==> src/rtl/vector_reverse_stream.sv <==
// vector_reverse_stream
//   Valid/ready streaming word reorderer. Each accepted beat is reordered by
//   its own in_mode (pass, full bit reverse, group swap, bit reverse within
//   groups) and the result is stored in a two-entry buffer: the output
//   register plus one skid entry. in_ready is derived from registered
//   occupancy only, so there is no combinational out_ready -> in_ready path.
//
//   Handshake: a beat transfers on any rising clk edge where valid && ready.
//   A source holding valid must keep its data stable until ready is seen.
//   The block never withdraws out_valid or changes out_data while stalled.
//
//   Optional feature: define VREV_STATS_EN to add the beat_count output, a
//   16-bit wrapping count of completed output beats.
module vector_reverse_stream #(
    parameter int W   = 16,
    parameter int GRP = 8
) (
    input  logic         clk,
    input  logic         reset,
    input  logic         in_valid,
    output logic         in_ready,
    input  logic [W-1:0] in_data,
    input  logic [1:0]   in_mode,
    output logic         out_valid,
    input  logic         out_ready,
    output logic [W-1:0] out_data
`ifdef VREV_STATS_EN
    ,
    output logic [15:0]  beat_count
`endif
);

    localparam int NG = W / GRP;

    // Reject group sizes that do not tile the word.
    generate
        if ((W < GRP) || ((W % GRP) != 0)) begin : g_bad_params
            $error("vector_reverse_stream: W (%0d) must be a non-zero multiple of GRP (%0d)", W, GRP);
        end
    endgenerate

    // Occupancy of the two-entry buffer doubles as the control state.
    typedef enum logic [1:0] {
        OCC_EMPTY = 2'd0,
        OCC_ONE   = 2'd1,
        OCC_TWO   = 2'd2
    } occ_t;

    occ_t         occ_q;
    occ_t         occ_d;
    logic         push;
    logic         pop;
    logic         load_out_in;
    logic         load_out_skid;
    logic         load_skid;
    logic [W-1:0] in_word;
    logic [W-1:0] skid_data;

    function automatic logic [W-1:0] reorder(input logic [W-1:0] d, input logic [1:0] mode);
        logic [W-1:0] r;
        r = d;
        case (mode)
            2'b01: begin
                for (int i = 0; i < W; i++) r[i] = d[W-1-i];
            end
            2'b10: begin
                for (int g = 0; g < NG; g++)
                    for (int j = 0; j < GRP; j++)
                        r[g*GRP+j] = d[(NG-1-g)*GRP+j];
            end
            2'b11: begin
                for (int g = 0; g < NG; g++)
                    for (int j = 0; j < GRP; j++)
                        r[g*GRP+j] = d[g*GRP+GRP-1-j];
            end
            default: r = d;
        endcase
        return r;
    endfunction

    // Reordering happens on the way in, so stored words are already final.
    assign in_word = reorder(in_data, in_mode);

    // State register: occupancy, flushed asynchronously by reset.
    always_ff @(posedge clk or posedge reset) begin
        if (reset) occ_q <= OCC_EMPTY;
        else       occ_q <= occ_d;
    end

    // Next-state: occupancy follows the push/pop combination.
    always_comb begin
        occ_d = occ_q;
        case (occ_q)
            OCC_EMPTY: if (push) occ_d = OCC_ONE;
            OCC_ONE: begin
                if (push && !pop)      occ_d = OCC_TWO;
                else if (!push && pop) occ_d = OCC_EMPTY;
            end
            OCC_TWO: if (pop) occ_d = OCC_ONE;
            default: occ_d = OCC_EMPTY;
        endcase
    end

    // Outputs and datapath load enables decoded from occupancy and handshakes.
    always_comb begin
        in_ready      = (occ_q != OCC_TWO);
        out_valid     = (occ_q != OCC_EMPTY);
        push          = in_valid && in_ready;
        pop           = out_valid && out_ready;
        load_out_in   = ((occ_q == OCC_EMPTY) && push) || ((occ_q == OCC_ONE) && push && pop);
        load_out_skid = (occ_q == OCC_TWO) && pop;
        load_skid     = (occ_q == OCC_ONE) && push && !pop;
    end

    // Output register: new word when it can bypass the skid, else promote the skid.
    always_ff @(posedge clk or posedge reset) begin
        if (reset)              out_data <= '0;
        else if (load_out_in)   out_data <= in_word;
        else if (load_out_skid) out_data <= skid_data;
    end

    // Skid register: captures a beat that arrives while the output is stalled.
    always_ff @(posedge clk or posedge reset) begin
        if (reset)          skid_data <= '0;
        else if (load_skid) skid_data <= in_word;
    end

`ifdef VREV_STATS_EN
    // Completed-beat counter, wraps naturally at 16 bits.
    always_ff @(posedge clk or posedge reset) begin
        if (reset)    beat_count <= 16'h0000;
        else if (pop) beat_count <= beat_count + 16'd1;
    end
`endif

endmodule

==> config.mk <==
export PLATFORM = sky130hd
export DESIGN_NAME = vector_reverse_stream
export DESIGN_NICKNAME = d
export VERILOG_FILES = /design/src/rtl/vector_reverse_stream.sv
export SDC_FILE = /design/constraint.sdc
export NUM_CORES = 1
export LEC_CHECK = 0
export BUFFER_PORTS_ARGS = -buffer_cell sky130_fd_sc_hd__buf_2
export CORE_AREA = 5 5 80 82
export CTS_CLUSTER_SIZE = 30
export DETAILED_ROUTE_END_ITERATION = 6
export DIE_AREA = 0 0 85 87
export GPL_TIMING_DRIVEN = 0
export PLACE_DENSITY_LB_ADDON = 0.08
export SKIP_LAST_GASP = 1
export SYNTH_ARGS = -nofsm -noshare
export SYNTH_HDL_FRONTEND = slang
export SYNTH_SLANG_ARGS = --single-unit
==> constraint.sdc <==
create_clock -name clk -period 2.1 [get_ports clk]
set_input_delay 0.525 -clock clk [delete_from_list [all_inputs] [get_ports clk]]
set_output_delay 0.525 -clock clk [all_outputs]
set_load 0.1 [all_outputs]
### After elaboration in Yosys (flattened, before gate mapping)

Index checks and enable logic that the tools add are counted.

| cells by class | value |
|---|---|
| add/sub/neg operators | 0 |
| multipliers | 0 |
| divide/modulo/power cells | 0 |
| $lt $le $gt $ge | 0 |
| equal/unequal tests | 9 |
| shifts and indexed selects | 0 |
| muxes and demuxes | 8 |
| bitwise logic cells | 0 |
| reductions and logical operators | 16 |

Operator list:

| cell | count |
|---|---|
| 16-bit case mux with 3 select lines | 1 |
| 16-bit 2-to-1 mux | 2 |
| 1-bit logical AND | 9 |
| 2-bit 2-to-1 mux | 4 |
| 2-bit == test, second input constant | 3 |
| 2-bit inequality test, second input constant | 3 |
| 2-bit case mux with 3 select lines | 1 |
| 2-bit by 1-bit == test with 1-bit output, second input constant | 2 |
| 2-bit nonzero test | 2 |
| 3-bit inequality test, second input constant | 1 |
| 3-bit AND reduction | 1 |
| 1-bit zero test | 2 |
| 2-bit zero test | 1 |
| 1-bit logical OR | 1 |

| storage, ports and cells | value |
|---|---|
| register bits after elaboration | 34 |
| latch bits | 0 |
| bits in writable memories | 0 |
| memory bits (read-only) | 0 |
| input port bits | 22 |
| word-level logic and storage cells | 36 |
| memories kept | 0 |

### Depth between registers and ports, before layout

Gate-level depths: netlist of run 1.

| depth | value |
|---|---|
| depth in word-level cells | 7 |
| depth in mapped cells | 5 |
| gate-level depth less buffers | 3 |

### Least setup slack after synthesis of run 1

Ideal clock, no wire load.

| path | value |
|---|---|
| path type | input to register |
| start point | input in_mode[1] |
| end point | register out_data[3] |
| data arrival time | 1680 ps |
| data required time | 1974 ps |
| path slack | 294 ps |
| stages on the path | 4 |
| buffers on the path | 2 |
| cell sequence | clkbuf_1 buf_2 mux2_2 a221o_1 |

| between the ends | value |
|---|---|
| word-level cells in the longest chain between the ends | 3 |

Ends and longest elaborated chain:

| what | RTL line | source |
|---|---|---|
| start, declared | 23 | `input logic [1:0] in_mode,` |
| 2-bit == test / 2-bit by 1-bit == test with 1-bit output (equally long branches) | 62 | `case (mode)` |
| 16-bit case mux with 3 select lines (*) | 62 |  |
| 16-bit 2-to-1 mux (*) | 118 | `else if (load_out_in) out_data <= in_word;` |
| end signal, assigned | 118 |  |
| end signal, assigned | 119 | `else if (load_out_skid) out_data <= skid_data;` |
| end, declared | 26 | `output logic [W-1:0] out_data` |

Every way passes the cells marked *; elsewhere a longest branch is shown, timed or not.
A chain may end at the register's enable or synchronous reset.

### Worst setup path after layout of run 1

| path | value |
|---|---|
| start point | register occ_q[1] |
| end point | output out_valid |

| between the ends | value |
|---|---|
| word-level cells in the longest chain between the ends | 1 |

Ends and longest elaborated chain:

| what | RTL line | source |
|---|---|---|
| start, declared | 49 | `occ_t occ_q;` |
| start signal, assigned | 86 | `if (reset) occ_q <= OCC_EMPTY;` |
| start signal, assigned | 87 | `else occ_q <= occ_d;` |
| 2-bit nonzero test | 107 | `out_valid = (occ_q != OCC_EMPTY);` |
| end, declared | 24 | `output logic out_valid,` |

Every way passes these cells.

==> impl_metrics.tcl, run 1 <==
set metrics [dict create \
    synth_top_area_share_pct 46.01 \
    period_minus_slack_ps 1853 \
    gr-total-overflow 0 \
    routed.top_layer "met4" \
    wl_met2_um 2325 \
    slew_headroom_pct 51.37 \
    reg2reg_depth 5 \
    max_freq_mhz 539.7 \
    ir_drop_mv 0.4404 \
    end_kind "primary output" \
    yosysMostFrequentCell "dfrtp_1" \
    ctsHoldBuffers 0 \
    synth_area_leaders "dfrtp_1 46%, mux2_2 13%, mux2i_1 9.7%, mux2_4 6.5%, a221o_1 5.4%" \
    dp_hpwl_um 3342 \
    yosys-top-cells-count "34 x dfrtp_1, 21 x mux2_2, 18 x mux2i_1, 11 x and2_1, 10 x a221o_1" \
    wl_met3_um 219 \
    synth_top_area_cell "dfrtp_1" \
    n_antenna_cell 0 \
    io_buffers 37 \
    worstSkewPairLatency_ps 280 \
    synth_edf_count 0 \
    die_w_um 85 \
    syn_inst 146 \
    initial_core_util_pct 32.58 \
    required_ps 1570 \
    rows 28 \
    antenna_found_initial 0 \
    totalWireLength_um 4592 \
    wl_met1_um 1984 \
    cp-start-kind "register" \
    finalSetupViolations 0 \
    worstReg2RegEnd "out_data[8]$_DFFE_PP0P_" \
    drt_iter0_drc 48 \
    ys_ff_latch 34 \
    grt_first_pass_wirelength_um 7734 \
    placed_cells 258 \
    maxCapViolCount 0 \
    htree_num_levels 2 \
    layout-area-overhead-vs-synth_pct 19.55 \
    ys_seq_area_share_pct 46.01 \
    die_y_um 87 \
    finalCritPeriodShare_pct 88.24 \
    crit_fanout 7 \
    nets 212 \
    cts_tree "done" \
    timing.final.hold_violations 0 \
    rsz0062_at_grt "false" \
    skew_ps 3.676 \
    p_per_area_nw_per_um2 1278 \
    slew_viol_final 0 \
    die_area_um2 7395 \
    clockRootBuffer "clkbuf_8" \
    clkTransAtPathRegs_ps 70 \
    ys_types 23 \
    tns_ps 0 \
    syn_area_per_cell_um2 12.67 \
    track_usage_pct 13.58 \
    async_flop_share_pct 100.0 \
    grt_pass1_vias 1510 \
    postCtsResizedCells 0 \
    syn_nets 168 \
    tightest_slew_ps 728.4 \
    route.detailed.drc 0 \
    antenna_left 0 \
    grt_max_degree 35 \
    r2r_start "occ_q[1]$_DFFE_PP0P_" \
    layout-drive-gt1-share_pct 43.92 \
    io_pins 40 \
    stdcell_count 264 \
    detail_route.wl_per_cell_um 17.39 \
    r2r_slack_ps 380 \
    cts-buffers-inserted 5 \
    status "finished, final reports clean" \
    clock_sinks 34 \
    gp_congestion 0.7623 \
    vias 1313 \
    syn_area_um2 1849 \
    firstDrtPassIters 4 \
    crit_type "register to primary output" \
    hp-class "primary input to async pin" \
    avgViaCountPerCell 4.973 \
    critPathArrivalTime_ps 1330 \
    leakage_uw 0.001028 \
    post-cts-setup-buffers 0 \
    cts.path.max_buffers 2 \
    ys.flop_type "dfrtp_1" \
    fin_hold_ws_ps 361.8 \
    ys_warn_count 0 \
    core_area_um2 5675 \
]
==> placed cells by master (no fill, tap or decap), drive strengths merged <==
cell type and count:
mux2i 18, inv 2, or2 1, mux2 36, clkbuf 8, dfrtp 34
nor2b 1, nand2b 2, o2bb2ai 1, a221o 10, and2 11, nand2 8
buf 45, o21ai 7, and3b 1, nand4bb 1, a21oi 3
==> where the power goes <==
group	total, µW	switching (µW)	internal [µW]
sequential	1000	117	887
combinational	1350	1020	330
clock	476	223	253
total	2830	1360	1470
==> through the flow <==
stage	utilization, %	instance area, µm²	setup slack, ps	total power, µW
floorplan	-	1849	294.0	2119
global placement	37.50	2128	46.85	2344
detailed placement	37.50	2128	36.45	2375
CTS	38.96	2211	234.3	2868
global route	38.96	2211	187.9	2976
finish	38.96	2211	247.0	2826
==> routing by layer <==
metal | up-vias | global-route usage, %
met3 | 6 | 3.406
met2 | 29 | 23.66
met5 | - | 0
met4 | 0 | 5.180
met1 | 661 | 16.08
li1 | 617 | -
==> cells by family (layout without fill, tap and decap cells) <==
kind of cell / after synthesis / after routing / synth area share (%)
muxes: 54 / 54 / 33.29
DFF: 34 / 34 / 46.01
AOI/OAI and AO/OA: 21 / 21 / 8.796
buffers and inverters: 12 / 55 / 4.128
and+or+nand+nor: 25 / 25 / 7.781
==> final cells by class <==
type                    count  area [µm²]
fillers                   591        3465
well taps                  75       93.84
clock buffers               6       82.58
multi-input cells         100       922.1
plain buffers              10       68.82
repair buffers             37       185.2
flip-flops and latches     34       850.8
inverters                   2       7.507
==> worst max-delay path by stage <==
stage                               startpoint                       to  slack [ps]  cells after the start
after detailed placement            in_mode[1]  out_data[6]$_DFFE_PP0P_          40                      4
after floorplan                     in_mode[1]  out_data[3]$_DFFE_PP0P_         290                      4
final                     occ_q[1]$_DFFE_PP0P_                out_valid         250                      2
after global routing      occ_q[1]$_DFFE_PP0P_                out_valid         190                      2
after CTS                 occ_q[1]$_DFFE_PP0P_                out_valid         230                      2
after global placement              in_mode[1]  out_data[5]$_DFFE_PP0P_          50                      4
==> worst max-delay path, stage by stage (launching register included) <==
cell,delay (ps)
dfrtp_1,440
or2_2,310
buf_2,290
==> flip-flops by register name, indices dropped and copies added (netlist names) <==
| name | count |
|---|---|
| skid_data | 16 |
| out_data | 16 |
| occ_q | 2 |
No activity file was read; power rests on OpenSTA's default activity.
==> inputs of run 2 (changes only) <==
CORE_AREA = 5 5 92 72   (was 5 5 80 82)
DIE_AREA = 0 0 97 77   (was 0 0 85 87)
GPL_ROUTABILITY_DRIVEN = 0   (was default)
RECOVER_POWER = 100   (was default)
==> run 2 against run 1 <==
Against the previous run: cell count grew 1.5%; sequential share of layout area increased by 0.62 points; via count is 1.8% lower; utilization down 0.62 points; clock skew down 0.59 ps; critical path type unchanged; critical endpoint unchanged; highest routed layer unchanged.
==> impl_metrics.tcl, run 2 (same netlist as run 1, synthesis figures left out) <==
set metrics [dict create \
    die_w_um 97 \
    worstReg2RegEnd "out_data[12]$_DFFE_PP0P_" \
    fin_ws_ps 184.9 \
    die_y_um 77 \
    initial_core_util_pct 32.58 \
    slew_headroom_pct 13.31 \
    cts-buffers-inserted 5 \
    worstHoldStart "out_ready" \
    avgViaCountPerCell 4.810 \
    firstDrtPassIters 4 \
    crit_path_start "occ_q[1]$_DFFE_PP0P_" \
    slew_viol_final 0 \
    crit_chain "or2_2 -> clkbuf_2" \
    comb_power_share_pct 47.7 \
    clkPwrFrac_pct 16.2 \
    rows 24 \
    route.detailed.drc 0 \
    crit_type "register to primary output" \
    totalWireLength_um 4445 \
    status "finished, final reports clean" \
    final_area_um2 2176 \
    skew_ps 3.084 \
    period_minus_slack_ps 1915 \
    finalCritPeriodShare_pct 91.19 \
    clkTransAtPathRegs_ps 60 \
    timing.final.hold_violations 0 \
    tightest_slew_ps 1299 \
    critical-path-max-stage-delay_ps 440 \
    slowest_stage "dfrtp_1" \
    seqPwrFrac_pct 36.2 \
    intPower_uw 1429 \
    nets 212 \
    final_common_cell "dfrtp_1" \
    rsz0062_at_grt "false" \
    reg_top3 "out_data: 16 flops, skid_data: 16 flops, occ_q: 2 flops" \
    postCtsResizedCells 0 \
    r2r_slack_ps 300 \
    cp-start-kind "register" \
    clock_sinks 34 \
    clockRootBuffer "clkbuf_8" \
    r2r_start "occ_q[0]$_DFFE_PP0P_" \
    required_ps 1570 \
    finalSetupViolations 0 \
    swShare_pct 48.62 \
    end_kind "primary output" \
    io_buffers 37 \
    drt_iter0_drc 38 \
    critPathArrivalTime_ps 1390 \
    max_freq_mhz 522.2 \
    place_ws_ps 33.53 \
    layout-area-overhead-vs-synth_pct 17.66 \
    leakage_uw 0.0009968 \
    worstSkewPairLatency_ps 280 \
    maxCapViolCount 0 \
    antenna_left 0 \
    grt_first_pass_wirelength_um 7507 \
    placed_cells 261 \
    n_antenna_cell 0 \
    stdcell_count 268 \
    detail_route.wl_per_cell_um 16.59 \
    antenna_found_initial 0 \
    grt_max_degree 35 \
    cts.path.max_buffers 2 \
    p_per_area_nw_per_um2 1278 \
    layout-drive-gt1-share_pct 38.42 \
    cts_tree "done" \
    htree_num_levels 2 \
    die_area_um2 7469 \
    holdPathEnd "occ_q[1]$_DFFE_PP0P_" \
    gr-total-overflow 0 \
    vias 1289 \
    holdPathStages 2 \
    fillerInstances 576 \
    hp-class "primary input to register" \
    p_total_uw 2780 \
    post-cts-setup-buffers 0 \
    ctsHoldBuffers 0 \
    reg2reg_depth 5 \
    core_area_um2 5675 \
    most-common-layout-cells "34 x dfrtp_1, 22 x buf_2, 20 x clkbuf_2, 19 x mux2_2, 18 x mux2i_1" \
    crit_fanout 7 \
    ir_drop_mv 0.5756 \
    dpl_cell_area_um2 2132 \
    p_sw_uw 1352 \
    tns_ps 0 \
    track_usage_pct 12.70 \
    io_pins 40 \
    dp_hpwl_um 3317 \
    grt_pass1_vias 1449 \
]
## run 2: changes by cell type in the layout (fill, tap and decap cells not counted), moves of 2 or more
| cell | change |
|---|---|
| buf_2 | -21 |
| clkbuf_2 | +20 |
| mux2_1 | +6 |
| clkbuf_1 | +4 |
| mux2_4 | -4 |
| o21ai_0 | +4 |
| o21ai_1 | -4 |
| mux2_2 | -2 |
## run 2: power by group through the flow
stage	Clock, µW	Combinational [µW]	Sequential, µW
2_1_floorplan	0	425	1690
3_3_place_gp	0	1340	1000
3_5_place_dp	0	1360	1020
4_1_cts	466	1360	1000
5_1_grt	499	1400	1030
6_report	450	1330	1010
## run 2: per-stage QoR
step	utilization, %	hold slack (ps)
2_1_floorplan	-	455.3
3_3_place_gp	37.57	467.3
3_5_place_dp	37.57	476.4
4_1_cts	38.91	454.1
5_1_grt	38.34	466.9
6_report	38.34	464.2
## run 2: worst max path at each step
| stage | to | slack, ps | depth (start not counted) |
|---|---|---|---|
| 2_1_floorplan | out_data[3]$_DFFE_PP0P_ | 290 | 4 |
| 3_3_place_gp | out_data[5]$_DFFE_PP0P_ | 40 | 4 |
| 3_5_place_dp | out_data[3]$_DFFE_PP0P_ | 30 | 4 |
| 4_1_cts | out_valid | 260 | 2 |
| 5_1_grt | out_data[12]$_DFFE_PP0P_ | 130 | 5 |
| 6_report | out_valid | 180 | 2 |
## run 2: worst max-delay path: cells and delay by family (launching register included)
family,cells,cell delay (ps)
and+or+nand+nor,1,310
DFF,1,440
buffers and inverters,1,370
## run 2: final cells by class
class | count | area [µm²] | area share, %
plain buffers | 10 | 51.30 | 2.358
clock buffers | 7 | 76.32 | 3.508
inverters | 2 | 7.507 | 0.3450
multi-input cells | 100 | 907.1 | 41.69
flip-flops and latches | 34 | 850.8 | 39.10
well taps | 78 | 97.59 | 4.485
repair buffers | 37 | 185.2 | 8.511
## run 2: layer usage
metal / routed length (µm) / track usage [%] / part of all wire (%)
met5: 0 / 0 / 0
met4: 23 / 3.787 / 0.52
met3: 204 / 3.898 / 4.6
met2: 2095 / 20.25 / 47
met1: 2122 / 16.60 / 48
==> inputs of run 3 (changes only) <==
CAP_MARGIN = 25   (was default)
MAX_ROUTING_LAYER = met4   (was default)
TNS_END_PERCENT = 50   (was default)
==> run 3 against run 2 <==
Against the previous run: via count up 1.0%; non-clock buffer count grew 1; sequential cell count stayed put; sequential power is essentially flat; register-to-register slack barely moved; critical path depth unchanged; fmax fell by 2.1%; utilization is 0.49 points higher; largest cell class unchanged; largest power group unchanged; highest routed layer unchanged.
==> impl_metrics.tcl, run 3 (same netlist as run 1, synthesis figures left out) <==
set metrics [dict create \
    status "finished, final reports clean" \
    critical_path.top_delay_family "flip-flops" \
    p_sw_uw 1366 \
    slowest_stage "dfrtp_1" \
    die_y_um 77 \
    critical-path-max-stage-delay_ps 450 \
    comb_power_share_pct 47.7 \
    slew_headroom_pct 56.54 \
    p_per_area_nw_per_um2 1271 \
    timing.final.hold_violations 0 \
    max_freq_mhz 511.1 \
    tns_ps 0 \
    post-cts-setup-buffers 0 \
    maxCapViolCount 0 \
    n_antenna_cell 0 \
    hp-class "primary input to async pin" \
    final_common_cell "dfrtp_1" \
    finalSetupViolations 0 \
    initial_core_util_pct 32.58 \
    intPower_uw 1434 \
    ir_drop_mv 0.5059 \
    critPathArrivalTime_ps 1430 \
    postCtsResizedCells 0 \
    cts-buffers-inserted 5 \
    crit_buf_inv 1 \
    worstReg2RegEnd "out_data[12]$_DFFE_PP0P_" \
    rsz0062_at_grt "false" \
    nets 213 \
    antenna_found_initial 0 \
    cp-start-kind "register" \
    end_kind "primary output" \
    firstDrtPassIters 4 \
    clock_sinks 34 \
    p_total_uw 2800 \
    core_area_um2 5675 \
    avgViaCountPerCell 4.840 \
    die_w_um 97 \
    grt_first_pass_wirelength_um 7700 \
    drt_iter0_drc 52 \
    worstSkewPairLatency_ps 280 \
    crit_type "register to primary output" \
    clockRootBuffer "clkbuf_8" \
    antenna_left 0 \
    crit_chain "or2_2 -> clkbuf_2" \
    route.detailed.drc 0 \
    clkPwrFrac_pct 16.3 \
    layout-drive-gt1-share_pct 39.27 \
    clkTransAtPathRegs_ps 70 \
    most-common-layout-cells "34 x dfrtp_1, 22 x buf_2, 20 x clkbuf_2, 20 x mux2_2, 18 x mux2i_1" \
    ctsHoldBuffers 0 \
    htree_num_levels 2 \
    cts.path.max_buffers 2 \
    r2r_start "occ_q[0]$_DFFE_PP0P_" \
    totalWireLength_um 4533 \
    gr-total-overflow 0 \
    vias 1302 \
    grt_max_degree 24 \
    rows 24 \
    seqPwrFrac_pct 36.0 \
    crit_fanout 7 \
    tightest_slew_ps 652.0 \
    dp_hpwl_um 3391 \
    fin_hold_ws_ps 269.4 \
    reg2reg_depth 5 \
    track_usage_pct 13.43 \
    cts_tree "done" \
    finalCritPeriodShare_pct 93.17 \
    swShare_pct 48.77 \
    skew_ps 7.623 \
    required_ps 1570 \
    period_minus_slack_ps 1957 \
    reg_top3 "out_data: 16 flops, skid_data: 16 flops, occ_q: 2 flops" \
    r2r_slack_ps 300 \
    die_area_um2 7469 \
    layout-area-overhead-vs-synth_pct 19.15 \
    io_pins 40 \
    grt_pass1_vias 1444 \
    io_buffers 37 \
    detail_route.wl_per_cell_um 16.85 \
    slew_viol_final 0 \
    leakage_uw 0.001007 \
]
==> run 3: cell types whose count changed in the layout (fill, tap and decap cells not counted) <==
| cell | before | now |
|---|---|---|
| mux2_2 | 19 | 20 |
| and2_0 | 1 | 3 |
| and2_1 | 10 | 8 |
| buf_16 | 0 | 1 |
| mux2_1 | 13 | 12 |
==> run 3: per-stage QoR <==
stage / util (%) / setup slack (ps) / cells / cell area [µm²]
after floorplan: - / 294.0 / 146 / 1849
after global placement: 37.57 / 38.72 / 261 / 2132
after detailed placement: 38.05 / 13.55 / 262 / 2160
after CTS: 39.40 / 230.7 / 269 / 2236
after global routing: 38.82 / 104.0 / 269 / 2203
final: 38.82 / 143.4 / 269 / 2203
==> run 3: power groups by stage <==
stage                     Sequential, µW  Clock, µW  Combinational (µW)
final                               1010        457                1340
after global routing                1040        504                1410
after CTS                           1010        465                1370
after detailed placement            1020          0                1360
after global placement              1000          0                1340
after floorplan                     1690          0                 425
==> run 3: final cells by class <==
type / count / area (µm²)
Buffer: 10 / 51.30
Clock buffer: 7 / 76.32
Fill cell: 555 / 3472
Inverter: 2 / 7.507
Multi-Input combinational cell: 100 / 907.1
Sequential cell: 34 / 850.8
Tap cell: 78 / 97.59
Timing Repair Buffer: 38 / 212.7
==> run 3: worst max path at each step <==
stage / from / end / slack, ps / depth (start not counted)
floorplan: in_mode[1] / out_data[3]$_DFFE_PP0P_ / 290 / 4
global placement: in_mode[1] / out_data[5]$_DFFE_PP0P_ / 40 / 4
detailed placement: in_mode[1] / out_data[6]$_DFFE_PP0P_ / 10 / 4
CTS: occ_q[1]$_DFFE_PP0P_ / out_valid / 230 / 2
global route: occ_q[1]$_DFFE_PP0P_ / out_valid / 100 / 2
finish: occ_q[1]$_DFFE_PP0P_ / out_valid / 140 / 2
==> run 3: worst register-to-register path: stages (launching register included) <==
cell and delay [ps]:
dfrtp_1 440, and3b_1 230, clkbuf_1 300, clkbuf_2 380, mux2i_1 230, mux2i_1 90
==> run 3: layer usage <==
metal	vias up	share of wire, %	wire length, µm	track usage, %
met2	26	46	2081	20.18
met5	-	0	0	-
met4	0	1.3	59	4.208
li1	623	-	-	-
met3	7	3.6	162	3.626
met1	646	49	2229	17.70
